### config.mk
export PLATFORM = sky130hd
export DESIGN_NAME = entity_pixel_renderer
export DESIGN_NICKNAME = d
export VERILOG_FILES = /design/src/rtl/entity_pixel_renderer.sv
export SDC_FILE = /design/constraint.sdc
export NUM_CORES = 1
export LEC_CHECK = 0
export BUFFER_PORTS_ARGS = -buffer_cell sky130_fd_sc_hd__buf_2
export CAP_MARGIN = 20
export CORE_UTILIZATION = 55
export CTS_CLUSTER_SIZE = 16
export DETAILED_ROUTE_END_ITERATION = 10
export GPL_TIMING_DRIVEN = 0
export PLACE_DENSITY = 0.8
export SYNTH_ARGS = -nofsm -noshare
export SYNTH_HDL_FRONTEND = slang
export SYNTH_SLANG_ARGS = --single-unit
export TNS_END_PERCENT = 20
### constraint.sdc
create_clock -name clk -period 1.8 [get_ports clk]
set_clock_uncertainty 0.05 [all_clocks]
set_input_delay 0.36 -clock clk [delete_from_list [all_inputs] [get_ports clk]]
set_output_delay 0.36 -clock clk [all_outputs]
set_load 0.01 [all_outputs]
### src/rtl/entity_pixel_renderer.sv
// ============================================================================
// Module  : entity_pixel_renderer
// Brief   : 3-stage sprite pixel pipeline: entity word -> sprite ROM row ->
//           oriented pixel bit + ID. Define ENTITY_ROTATE_EN for full rotation.
// Revision: 1.0 - initial release
// ============================================================================
`default_nettype none

module entity_pixel_renderer #(
    parameter int UPSCALE_FACTOR = 5,
    parameter int TILE_LEN_PIXEL = 40
) (
    input  logic       clk,
    input  logic       reset,
    input  logic       display_on,
    input  logic [8:0] entity_in,
    input  logic [9:0] counter_H,
    output logic [6:0] rom_addr,
    output logic       rom_en,
    input  logic [7:0] rom_data,
    output logic       pixel_on,
    output logic [3:0] pixel_id,
    output logic       pixel_valid
);

    localparam logic [8:0] C_NO_ENTITY = 9'h1FF;
    localparam logic [3:0] C_NO_ID     = 4'hF;

    logic [9:0] w_tile_off;
    logic [2:0] w_col;
    logic [2:0] w_ra;
    logic [2:0] w_cb;
    logic [6:0] w_addr;
    logic       w_pixel_on;

    logic       s1_vld_q;
    logic [2:0] s1_row_q;
    logic [3:0] s1_id_q;
    logic [1:0] s1_orient_q;
    logic [2:0] s1_col_q;
    logic       s1_disp_q;

    logic       last_vld_q;
    logic [6:0] last_addr_q;

    logic       s2_vld_q;
    logic [3:0] s2_id_q;
    logic [2:0] s2_cb_q;
    logic       s2_disp_q;

    logic       pixel_on_q;
    logic [3:0] pixel_id_q;
    logic       pixel_valid_q;

    assign w_tile_off = counter_H % 10'(TILE_LEN_PIXEL);
    assign w_col      = 3'(w_tile_off / 10'(UPSCALE_FACTOR));

    always_ff @(posedge clk or negedge reset) begin
        if (!reset) begin
            s1_vld_q    <= 1'b0;
            s1_row_q    <= 3'd0;
            s1_id_q     <= 4'd0;
            s1_orient_q <= 2'd0;
            s1_col_q    <= 3'd0;
            s1_disp_q   <= 1'b0;
        end else begin
            s1_vld_q    <= (entity_in != C_NO_ENTITY);
            s1_row_q    <= entity_in[8:6];
            s1_id_q     <= entity_in[5:2];
            s1_orient_q <= entity_in[1:0];
            s1_col_q    <= w_col;
            s1_disp_q   <= display_on;
        end
    end

`ifdef ENTITY_ROTATE_EN
    // Clockwise rotation; 7-x is the bitwise complement for 3-bit coordinates.
    always_comb begin
        w_ra = s1_row_q;
        w_cb = s1_col_q;
        case (s1_orient_q)
            2'b00: begin w_ra = s1_row_q;  w_cb = s1_col_q;  end
            2'b01: begin w_ra = ~s1_col_q; w_cb = s1_row_q;  end
            2'b10: begin w_ra = ~s1_row_q; w_cb = ~s1_col_q; end
            default: begin w_ra = s1_col_q; w_cb = ~s1_row_q; end
        endcase
    end
`else
    logic w_unused_orient_hi;
    assign w_unused_orient_hi = s1_orient_q[1];

    always_comb begin
        w_ra = s1_row_q;
        w_cb = s1_orient_q[0] ? ~s1_col_q : s1_col_q;
    end
`endif

    assign w_addr   = {s1_id_q, w_ra};
    assign rom_addr = s1_vld_q ? w_addr : last_addr_q;
    // Only fetch when the row actually changes so held ROM data is reused.
    assign rom_en   = s1_vld_q && (!last_vld_q || (w_addr != last_addr_q));

    always_ff @(posedge clk or negedge reset) begin
        if (!reset) begin
            last_vld_q  <= 1'b0;
            last_addr_q <= 7'd0;
        end else if (rom_en) begin
            last_vld_q  <= 1'b1;
            last_addr_q <= w_addr;
        end
    end

    always_ff @(posedge clk or negedge reset) begin
        if (!reset) begin
            s2_vld_q  <= 1'b0;
            s2_id_q   <= 4'd0;
            s2_cb_q   <= 3'd0;
            s2_disp_q <= 1'b0;
        end else begin
            s2_vld_q  <= s1_vld_q;
            s2_id_q   <= s1_id_q;
            s2_cb_q   <= w_cb;
            s2_disp_q <= s1_disp_q;
        end
    end

    // Bit 7 of the ROM row is the leftmost sprite pixel.
    assign w_pixel_on = s2_vld_q && s2_disp_q && rom_data[~s2_cb_q];

    always_ff @(posedge clk or negedge reset) begin
        if (!reset) begin
            pixel_on_q    <= 1'b0;
            pixel_id_q    <= C_NO_ID;
            pixel_valid_q <= 1'b0;
        end else begin
            pixel_on_q    <= w_pixel_on;
            pixel_id_q    <= w_pixel_on ? s2_id_q : C_NO_ID;
            pixel_valid_q <= s2_disp_q;
        end
    end

    assign pixel_on    = pixel_on_q;
    assign pixel_id    = pixel_id_q;
    assign pixel_valid = pixel_valid_q;

endmodule

`default_nettype wire

Yosys cells after proc, flatten, opt, wreduce, memory -nomap -nowiden. Cells that the tools add are included.

Output and inout bits: 14. Logic and storage cells: 32. Input bits: 30. Flip-flop bits (word level): 36.

Div/mod/pow operators: 2. Equal/unequal tests: 2. Reduce and logical (&&, ||, !) cells: 5. Order comparisons: 1. Muxes and demuxes: 5. Bitwise gates (word level): 2.

Operator list (count): $div A10 B3 Y10 const B (1); $mod A10 B6 Y10 const B (1); $ne A9 B9 Y1 const B (1); $mux W7 (1); $ne A7 B7 Y1 (1); $not A3 Y3 (2); $lt A3 B4 Y1 const B (1); $mux W4 (1); $bmux W1 S3 (1); $logic_and A1 B1 Y1 (3); $mux W3 (1); $logic_not A1 Y1 (1); $logic_or A1 B1 Y1 (1); $mux W1 (1).

Depth between registers and ports, before layout. Gate-level depths: netlist (run 1).

Word-level depth: 5. Depth in mapped cells: 14. Mapped depth without buffers: 12.

Worst setup path after synthesis (run 1). Ideal clock, no wire load.

Kind: input-to-reg. Start point: input counter_H[9]. End point: register s1_col_q[0]. Required time: 1624 ps. Path buffers: 2. Arrival time: 2574 ps. Stages: 14. Setup time: 126 ps. Setup slack: -950 ps. Path through: buf_2 buf_2 nor4bb_1 o211ai_1 o311ai_0 a2111oi_0 mux2i_1 mux2i_1 nor2_1 ha_1 inv_1 nand3_1 o221a_2 o32a_1.

Cells in the longest elaborated chain, start to end: 2.

RTL lines: start, declared (line 17) `input logic [9:0] counter_H,`; $mod A10 B6 Y10 (line 55) `assign w_tile_off = counter_H % 10'(TILE_LEN_PIXEL);`; $div A10 B3 Y10 (line 56) `assign w_col = 3'(w_tile_off / 10'(UPSCALE_FACTOR));`; net w_col[0] (line 30) `logic [2:0] w_col;`; end signal, assigned (line 71) `s1_col_q <= w_col;`; end, declared (line 40) `logic [2:0] s1_col_q;`.

The timed path passes the listed nets, and every way through them passes these cells. A chain may end at the register's enable or synchronous reset.

Worst setup path in the final report (run 1).
Start point: input counter_H[4]. End point: register s1_col_q[1].

The elaborated chain is that of the path after synthesis.

==> results of run 1 <==
[cell families (layout without fill, tap and decap cells)]
kind of cell | after synthesis | count (layout) | synth area share
fa+ha+maj | 3 | 3 | 0.0156
simple gates | 69 | 69 | 0.179
compound gates | 48 | 48 | 0.163
flops | 36 | 36 | 0.403
buf+inv | 24 | 93 | 0.0507
mux | 22 | 22 | 0.118
xor+xnor | 17 | 17 | 0.0696
[worst max path at each step]
stage	start	to	slack, ns	cells after the start
2_1_floorplan	counter_H[7]	s1_col_q[0]	-0.78	12
3_3_place_gp	counter_H[4]	s1_col_q[0]	-1.21	14
3_5_place_dp	counter_H[4]	s1_col_q[0]	-1.27	14
4_1_cts	counter_H[4]	s1_col_q[0]	-0.70	13
5_1_grt	counter_H[4]	s1_col_q[1]	-0.94	13
6_report	counter_H[4]	s1_col_q[1]	-0.86	13
[metrics by stage]
| stage | setup WS [ns] | area [um2] | TNS, ns | total power, mW |
|---|---|---|---|---|
| after floorplan | -0.783 | 2290 | -1.80 | 1.33 |
| after global placement | -1.21 | 2550 | -4.40 | 1.47 |
| after detailed placement | -1.27 | 2550 | -4.67 | 1.49 |
| after CTS | -0.702 | 2970 | -1.84 | 2.35 |
| after global routing | -0.935 | 3120 | -2.89 | 2.52 |
| final | -0.858 | 3120 | -2.24 | 2.41 |
[what timing repair did]
item / 4_1_cts / 5_1_grt
cloned: 0 / 0
setup buffers: 16 / 5
pin swaps: 13 / 10
gates resized for setup: 46 / 24
setup endpoints to repair: 11 / 11
[worst max-delay path, cell delays in order]
cell,delay (ns)
buf_12,0.10
nor2b_4,0.25
a2111oi_2,0.05
or3_1,0.36
o21ai_2,0.25
buf_6,0.16
mux2i_2,0.22
mux2i_2,0.11
nor2_2,0.20
ha_2,0.24
inv_2,0.05
buf_4,0.12
a221o_1,0.29
[cell type report]
class                           instances  area (um2)  area share
Multi-Input combinational cell        159        1390       0.444
Clock buffer                            7        96.3      0.0308
Sequential cell                        36         906       0.290
Clock inverter                          1        30.0     0.00962
Inverter                                8        31.3      0.0100
Tap cell                               48        60.1      0.0192
Buffer                                 15         163      0.0521
Timing Repair Buffer                   62         450       0.144
[power groups by stage]
stage	registers [mW]	logic, mW	clock network, mW
floorplan	0.971	0.363	0
global placement	0.962	0.509	0
detailed placement	0.969	0.526	0
CTS	0.956	0.620	0.771
global route	0.969	0.734	0.813
finish	0.961	0.682	0.767
[flip-flops by register name, indices dropped and copies added, names as in the netlist, 3 cells and up]
signal       cells
s2_id_q          4
s2_cb_q          3
s1_row_q         3
pixel_id         4
last_addr_q      7
s1_id_q          4
s1_col_q         3
[cell usage in the layout, fill, tap and decap left out, drive strengths merged, types with 4 or more instances in the layout]
cell type | synthesis | routed
clkbuf | 5 | 11
nand4 | 4 | 4
buf | 11 | 73
nand3 | 5 | 5
nand2 | 11 | 11
inv | 7 | 7
a31oi | 4 | 4
o21ai | 10 | 10
nor2 | 11 | 11
xor2 | 4 | 4
nand2b | 4 | 4
o211ai | 5 | 5
mux2 | 16 | 16
mux2i | 4 | 4
dfstp | 4 | 4
xnor2 | 13 | 13
dfrtp | 32 | 32
nor2b | 7 | 7
or3 | 6 | 6
[per-layer routing]
| layer | wire [um] | track usage | share of wire | up-vias |
|---|---|---|---|---|
| met1 | 2380 | 0.325 | 0.40 | 994 |
| met2 | 3030 | 0.454 | 0.51 | 88 |
| met4 | 165 | 0.0870 | 0.028 | 0 |
| met5 | 0 | 0 | 0 | - |
| met3 | 340 | 0.0724 | 0.057 | 19 |
| li1 | - | - | - | 951 |
==> out/metrics.cfg, run 1 <==
[synth]
syn_nets = 251
yosys.area.top_type = dfrtp_1
synth_most_common_cell = dfrtp_1
yosysTopAreaCellShare = 0.357
syn_area_um2 = 2250
postSynthCellCount = 219
synth_edf_count = 0
ys_ff_latch = 36
yosysUniqueCellTypes = 63
ys_warn_count = 0
synthFlopType = dfrtp_1
async_flop_share = 1.00
avgSynthCellArea_um2 = 10.3
synth_seq_area_share = 0.403
synth_area_leaders = dfrtp_1 36%, mux2_2 8.0%, xnor2_1 5.1%, dfstp_2 4.7%, mux4_2 2.0%
synth.top_cells.by_count = 32 x dfrtp_1, 16 x mux2_2, 13 x xnor2_1, 11 x nand2_1, 11 x nor2_1

[critical_path]
start_kind = input port
timing.rr.start = s2_cb_q[0]
critPathKind = input port to flip-flop
cp.required_ns = 1.92
cp_max_fo = 8
arrival_ns = 2.78
cp-end-kind = flip-flop
r2r_end = pixel_id[0]
r2r_slack_ns = 0.31
reg2reg_depth = 3

[floorplanning]
dieArea_um2 = 4340
die_w_um = 65.9
start_util = 0.591
die-height_um = 65.9
pin_count = 44
core_region_area_um2 = 3800
fp-row-count = 22

[sta]
setup_viol = 10
fin_ws_ns = -0.858
finalMaxSlewViolations = 0
max_freq_mhz = 376
tightest_slew_ns = 0.754
fin_crit_sh = 1.48
rsz0062_at_grt = yes
relSlewSlack = 0.497
hold_viol_final = 0
holdWs_ns = 0.0808
period_needed_ns = 2.66

[detailed_routing]
vias = 2052
routed_wl_um = 5920
firstDrtPassIters = 4
post_drt_wl_per_cell_um = 17.6
drtAntennaViolNets = 0
drc = 0
drt_first_iter_violations = 104
vias_per_cell = 6.11

[power_and_ir_drop]
power_density_nw_per_um2 = 772
p_seq_frac = 0.399
ir_worst_vdd_mv = 0.587
leakagePower_nw = 1.35
power.internal_mw = 1.75
p_sw_mw = 0.658
switching_share = 0.273
pwr-share-clk = 0.318
pwr-share-comb = 0.283

[min_path]
hold_class = input port to asynchronous set/reset pin

[status]
failed_checks = negative setup slack
status = finished, violations left

[grt]
grt_max_degree = 37
antenna_found_initial = 0
track_usage = 0.267
grt_pass1_vias = 1904
gr-total-overflow = 0
grt_pass1_wl_um = 8600

[final_layout]
nFillCells = 207
syn_to_final_growth_pct = 39.1
layout.nets = 319
drive_gt1_frac = 0.479
antenna_cells = 0
instances_no_fill = 336
final_util = 0.822

[clock_tree]
clock_path_buffers = 2
cts_tree = done
cts_buffers = 5
hold_buffers = 0
cts_root_buffer = clkbuf_8
clkLatencyLatePin_ns = 0.29
htreeDepth = 2
clock_sinks = 36
clk_pin_slew_ns = 0.07

[flow_run]
cap_violations = 0

[placed_design]
dp.cells = 308
io_buffer_count = 41
hpwl_um = 3290
gp_congestion = 0.887

(Power assumes the default switching activity.)
==> run 2: changes to the inputs <==
- ABC_AREA: not set -> 1
- CORE_UTILIZATION: 55 -> 53
- PLACE_DENSITY: 0.8 -> 0.79
==> run 2 against run 1 <==
The run still ends with negative setup slack left. Sequential power is 5% higher. Final area is 11% lower. Critical path depth is 11 higher. Critical endpoint is now s1_col_q[0]. Fmax is 3.0% lower. Register-to-register slack worse by 0.08 ns. Critical path type unchanged. Power is 10% higher. First-iteration DRC count is 28% lower. Combinational power is 74% higher. Routed wire length is 24% lower. Sequential cell count stayed put. Sequential share of layout area is 3.8 points higher. Largest cell class unchanged.
==> out/metrics.cfg, run 2 <==
[status]
status = finished, violations left
failed_checks = negative setup slack

[synth]
syn_nets = 263  ; +4.8%
synth_edf_count = 0  ; unchanged
yosys.area.top_type = dfrtp_1
synth_seq_area_share = 0.474  ; +0.0711
yosysUniqueCellTypes = 32  ; -49%
ys_ff_latch = 36  ; unchanged
yosysTopAreaCellShare = 0.419  ; +0.0629
avgSynthCellArea_um2 = 8.27  ; -19%
syn_area_um2 = 1910  ; -15%
synth_most_common_cell = nand2_1
async_flop_share = 1.00  ; unchanged
synth_area_leaders = dfrtp_1 42%, nand2_1 14%, inv_1 5.7%, dfstp_2 5.5%, nand3_1 4.7%
postSynthCellCount = 231  ; +5.5%
synth.top_cells.by_count = 69 x nand2_1, 32 x dfrtp_1, 29 x inv_1, 18 x nand3_1, 13 x nand2_2
synthFlopType = dfrtp_1
ys_warn_count = 0  ; unchanged

[critical_path]
timing.rr.start = last_addr_q[6]
slowest_stage = o211ai_1
cpMostUsedCell = nand2_4
critPathLaunch = counter_H[8]
start_kind = input port
path_cells = buf_6 > inv_4 > nand2_2 > o211ai_1 > nand3_4 > nand2_4 > nand2_2 > a21oi_2 > nand2_2 > nand4_1 > nand3_4 > nand2_4 > buf_6 > nand3_4 > nand2_4 > nand2_4 > nand3_4 > nand2_4 > ha_4 > a21oi_1 > nor2_1 > nand2_1 > nand2_1 > nand2_1
critPathKind = input port to flip-flop
cp-end-kind = flip-flop
cp.required_ns = 1.98  ; +0.06 ns
slowest_delay_ns = 0.34  ; -0.02 ns
crit_buf_inv = 3  ; -1
critPathTopFamily = simple AND/OR/NAND/NOR gates
cp_max_fo = 4  ; -4
arrival_ns = 2.92  ; +0.14 ns

[power_and_ir_drop]
power_density_nw_per_um2 = 959  ; +24%
leakagePower_nw = 1.41  ; +4.8%
ir_worst_vdd_mv = 0.634  ; +8.0%

[sta]
max_freq_mhz = 365  ; -3.0%
period_needed_ns = 2.74  ; +0.0813 ns
hold_viol_final = 0  ; unchanged
tightest_slew_ns = 0.752  ; -0.00233 ns
finalMaxSlewViolations = 0  ; unchanged
fin_setup_tns_ns = -6.07  ; -3.83 ns
relSlewSlack = 0.499  ; +0.00155
fin_crit_sh = 1.52  ; +0.0452
setup_viol = 11  ; +1
fin_ws_ns = -0.939  ; -0.0813 ns
rsz0062_at_grt = yes

[detailed_routing]
firstDrtPassIters = 4  ; unchanged
drt_first_iter_violations = 75  ; -28%
post_drt_wl_per_cell_um = 13.1  ; -26%
drc = 0  ; unchanged
vias_per_cell = 5.12  ; -16%
routed_wl_um = 4490  ; -24%
vias = 1761  ; -14%
drtAntennaViolNets = 0  ; unchanged

[grt]
gr-total-overflow = 0  ; unchanged
grt_pass1_vias = 1579  ; -17%
grt_max_degree = 37  ; unchanged
antenna_found_initial = 0  ; unchanged
grt_pass1_wl_um = 6640  ; -23%
track_usage = 0.239  ; -0.0283

[final_layout]
max_flop_register = last_addr_q
instances_no_fill = 344  ; +2.4%
drive_gt1_frac = 0.460  ; -0.0194
largest_reg_flops = 7  ; unchanged
layout.nets = 329  ; +3.1%
syn_to_final_growth_pct = 44.8
layout_common_cells = 54 x nand2_1, 40 x buf_2, 32 x dfrtp_1
final_common_cell = nand2_1
antenna_cells = 0  ; unchanged

[placed_design]
place_ws_ns = -1.34  ; -0.0687 ns
hpwl_um = 2720  ; -17%
dp.cells = 320  ; +3.9%
io_buffer_count = 43  ; +4.9%
gp_congestion = 0.785  ; -12%

[floorplanning]
core_region_area_um2 = 3390  ; -11%
die_w_um = 62.0  ; -5.9%
pin_count = 44  ; unchanged
start_util = 0.563  ; -0.0279
die-height_um = 62.0  ; -5.9%
dieArea_um2 = 3850  ; -11%
fp-row-count = 21  ; -4.5%

[clock_tree]
clk_pin_slew_ns = 0.11  ; +0.04 ns
cts_tree = done
cts_root_buffer = clkbuf_4
clkLatencyLatePin_ns = 0.34  ; +0.05 ns
clock_sinks = 36  ; unchanged
cts_buffers = 5  ; unchanged
clock_path_buffers = 2  ; unchanged
htreeDepth = 2  ; unchanged

[min_path]
hold_class = input port to asynchronous set/reset pin

[flow_run]
cap_violations = 0  ; unchanged

## run 2: cell types whose count changed after synthesis, moves of 4 or more
cell,delta
nand2_1,+58
inv_1,+23
mux2_2,-16
nand2_2,+13
nand3_1,+13
xnor2_1,-11
buf_2,-7
nand3_2,+7
nor2b_1,-7
xor2_1,+6
or3_1,-5
clkbuf_1,-4
nand2b_1,-4
o211ai_1,-4
## run 2: path summary, 6_finish.rpt
kind	end	cells after the start	slack (ns)
worst max register to register	last_addr_q[3]	7	0.23
worst min-delay path	pixel_on	1	0.02
min in group clk	s1_disp_q	1	0.08
worst min register to register	s2_disp_q	0	0.32
max in group asynchronous	last_vld_q	1	1.20
worst max-delay path	s1_col_q[0]	24	-0.94
## run 2: per-layer routing
layer	vias up	track usage	part of all wire	routed length [um]
met3	8	0.0559	0.039	177
met4	0	0.0667	0.015	69
met5	-	0	0	0
li1	871	-	-	-
met2	51	0.412	0.53	2390
met1	831	0.300	0.41	1860
## run 2: through the flow
stage	total power [mW]	hold WS, ns	utilization	cell area [um2]
after floorplan	1.65	0.0144	-	2020
after global placement	1.83	0.285	0.677	2290
after detailed placement	1.86	0.290	0.677	2290
after CTS	2.47	0.0405	0.758	2570
after global routing	2.83	0.0645	0.815	2760
final	2.65	0.0203	0.815	2760
## run 2: logic make-up (layout without fill, tap and decap cells)
kind of cell / count (synthesis) / after routing / share of synthesized area
simple gates: 126 / 126 / 0.315
flops: 36 / 36 / 0.474
buf+inv: 34 / 100 / 0.0668
compound gates: 21 / 22 / 0.0754
xor+xnor: 11 / 11 / 0.0505
fa+ha+maj: 2 / 2 / 0.0131
mux: 1 / 1 / 0.00524
## run 2: power breakdown
group | switching (mW) | total, mW | internal [mW] | leakage, nW
Sequential | 0.0672 | 1.01 | 0.944 | 0.405
Clock | 0.260 | 0.452 | 0.191 | 0.0315
Combinational | 0.680 | 1.19 | 0.508 | 0.975
Total | 1.01 | 2.65 | 1.64 | 1.41
## run 2: worst reg2reg max path: stages, from the launching register on
cell,delay [ns]
dfrtp_1,0.40
xor2_1,0.17
nor3_2,0.22
nand4_1,0.18
o21a_4,0.28
inv_6,0.08
nand2_1,0.07
nand2_1,0.07
## run 2: repair_timing
action | CTS | global route
hold buffers | 0 | 0
setup endpoints to repair | 19 | 11
cloned | 1 | 0
setup buffers | 13 | 3
gates resized for setup | 28 | 36
pin swaps | 17 | 29
## run 2: layout make-up
| cell class | count | area, um2 |
|---|---|---|
| Clock buffer | 7 | 55.1 |
| Clock inverter | 1 | 7.51 |
| Fill cell | 196 | 626 |
| Inverter | 33 | 156 |
| Multi-Input combinational cell | 162 | 1190 |
| Sequential cell | 36 | 906 |
| Tap cell | 46 | 57.6 |
| Timing Repair Buffer | 59 | 390 |
==> run 3: changes to the inputs <==
- RECOVER_POWER: not set -> 100
==> run 3 against run 2 <==
The flow still finishes with violations (negative setup slack). First-iteration DRC count down 6.7%. Critical path depth unchanged. Final area down 1.2%. Combinational power about the same. Largest cell class unchanged. Power down 0.45%. Sequential cell count unchanged. Clock-buffer cell count unchanged. Die area unchanged.
==> out/metrics.cfg, run 3 (synthesis results as in run 2) <==
[status]
status = finished, violations left
failed_checks = negative setup slack

[power_and_ir_drop]
ir_worst_vdd_mv = 0.634  ; about the same
leakagePower_nw = 1.39  ; -1.8%
power_density_nw_per_um2 = 966  ; +0.78%

[placed_design]
dp.cells = 320  ; unchanged
gp_congestion = 0.785  ; unchanged
hpwl_um = 2720  ; unchanged
dpl_cell_area_um2 = 2290  ; unchanged
io_buffer_count = 43  ; unchanged

[sta]
period_needed_ns = 2.74  ; +0.00168 ns
tightest_slew_ns = 0.842  ; +0.0899 ns
relSlewSlack = 0.439  ; -0.0599
fin_ws_ns = -0.941  ; -0.00168 ns
fin_crit_sh = 1.52  ; about the same
fin_setup_tns_ns = -7.97  ; -1.90 ns
max_freq_mhz = 365  ; about the same
hold_viol_final = 0  ; unchanged
setup_viol = 17  ; +6
rsz0062_at_grt = yes
finalMaxSlewViolations = 0  ; unchanged

[detailed_routing]
routed_wl_um = 4500  ; +0.16%
firstDrtPassIters = 4  ; unchanged
drtAntennaViolNets = 0  ; unchanged
vias = 1785  ; +1.4%
vias_per_cell = 5.19  ; +1.4%
post_drt_wl_per_cell_um = 13.1  ; +0.16%
drc = 0  ; unchanged
drt_first_iter_violations = 70  ; -6.7%

[critical_path]
timing.rr.start = last_addr_q[6]
crit_end = s1_col_q[0]
r2r_end = last_addr_q[3]
critPathKind = input port to flip-flop
reg2reg_depth = 7  ; unchanged
cp.required_ns = 1.98  ; about the same
critPathLaunch = counter_H[8]
r2r_slack_ns = -0.03  ; -0.26 ns
arrival_ns = 2.92  ; about the same
start_kind = input port
cp-end-kind = flip-flop
cp_max_fo = 4  ; unchanged

[flow_run]
cap_violations = 0  ; unchanged

[clock_tree]
clock_sinks = 36  ; unchanged
clock_path_buffers = 2  ; unchanged
cts_buffers = 5  ; unchanged
cts_root_buffer = clkbuf_4
clkLatencyLatePin_ns = 0.33  ; about the same
clk_pin_slew_ns = 0.11  ; about the same
cts_tree = done
htreeDepth = 2  ; unchanged

[final_layout]
antenna_cells = 0  ; unchanged
final_common_cell = nand2_1
final_util = 0.805  ; -0.00997
layout.nets = 329  ; unchanged
drive_gt1_frac = 0.413  ; -0.0470
instances_no_fill = 344  ; unchanged
syn_to_final_growth_pct = 43.0
final_cell_area_um2 = 2730  ; -1.2%
largest_reg_flops = 7  ; unchanged
layout_common_cells = 54 x nand2_1, 32 x dfrtp_1, 29 x buf_2
max_flop_register = last_addr_q

[grt]
grt_pass1_vias = 1579  ; unchanged
track_usage = 0.239  ; unchanged
antenna_found_initial = 0  ; unchanged
grt_pass1_wl_um = 6640  ; unchanged
gr-total-overflow = 0  ; unchanged
grt_max_degree = 37  ; unchanged

[floorplanning]
dieArea_um2 = 3850  ; unchanged
pin_count = 44  ; unchanged
fp-row-count = 21  ; unchanged
start_util = 0.563  ; unchanged
core_region_area_um2 = 3390  ; unchanged
die_w_um = 62.0  ; unchanged
die-height_um = 62.0  ; unchanged

[min_path]
hold_class = input port to asynchronous set/reset pin

==> run 3: layout make-up <==
class                   instances  area, um2
well taps                      46       57.6
clock inverters                 1       7.51
repair buffers                 59        374
clock buffers                   7       55.1
fillers                       204        659
inverters                      33        151
flip-flops and latches         36        906
multi-input cells             162       1180
==> run 3: repair_timing <==
item | 4_1_cts | 5_1_grt
pin swaps | 17 | 29
cloned | 1 | 0
setup buffers | 13 | 3
hold buffers | 0 | 0
endpoints found under the setup margin | 19 | 11
resized for setup | 28 | 36
==> run 3: layer usage <==
metal / share of wire / GRT usage / routed length [um] / up-vias
li1: - / - / - / 874
met1: 0.41 / 0.300 / 1850 / 846
met2: 0.53 / 0.412 / 2390 / 58
met3: 0.048 / 0.0559 / 214 / 7
met4: 0.0093 / 0.0667 / 42 / 0
met5: 0 / 0 / 0 / -
==> run 3: worst min-delay path by stage <==
stage,from,end,depth (start not counted)
floorplan,reset,last_addr_q[0],0
global route,entity_in[7],s1_row_q[1],1
detailed placement,s1_disp_q,s2_disp_q,0
global placement,s1_disp_q,s2_disp_q,0
CTS,reset,s2_id_q[2],1
finish,reset,pixel_on,1
==> run 3: stage by stage <==
stage / hold WS [ns] / power (mW) / setup slack, ns
finish: 0.0528 / 2.64 / -0.941
global route: 0.0645 / 2.81 / -1.13
CTS: 0.0405 / 2.47 / -0.865
detailed placement: 0.290 / 1.86 / -1.34
global placement: 0.285 / 1.83 / -1.29
floorplan: 0.0144 / 1.65 / -0.808
==> run 3: power breakdown <==
| part | leakage (nW) | total (mW) | internal (mW) | switching [mW] |
|---|---|---|---|---|
| Clock | 0.0315 | 0.450 | 0.191 | 0.259 |
| Sequential | 0.405 | 1.01 | 0.944 | 0.0698 |
| Combinational | 0.949 | 1.18 | 0.495 | 0.680 |
| Total | 1.39 | 2.64 | 1.63 | 1.01 |
==> run 3: worst max-delay path: stages <==
cell and delay (ns):
buf_6 0.11, inv_4 0.08, nand2_2 0.06, o211ai_1 0.34, nand3_4 0.13, nand2_4 0.10, nand2_2 0.05, a21oi_2 0.15
nand2_2 0.10, nand4_1 0.18, nand3_4 0.12, nand2_4 0.11, buf_6 0.10, nand3_4 0.08, nand2_4 0.10, nand2_4 0.05
nand3_4 0.07, nand2_4 0.06, ha_4 0.26, a21oi_1 0.04, nor2_1 0.09, nand2_1 0.05, nand2_1 0.07, nand2_1 0.06
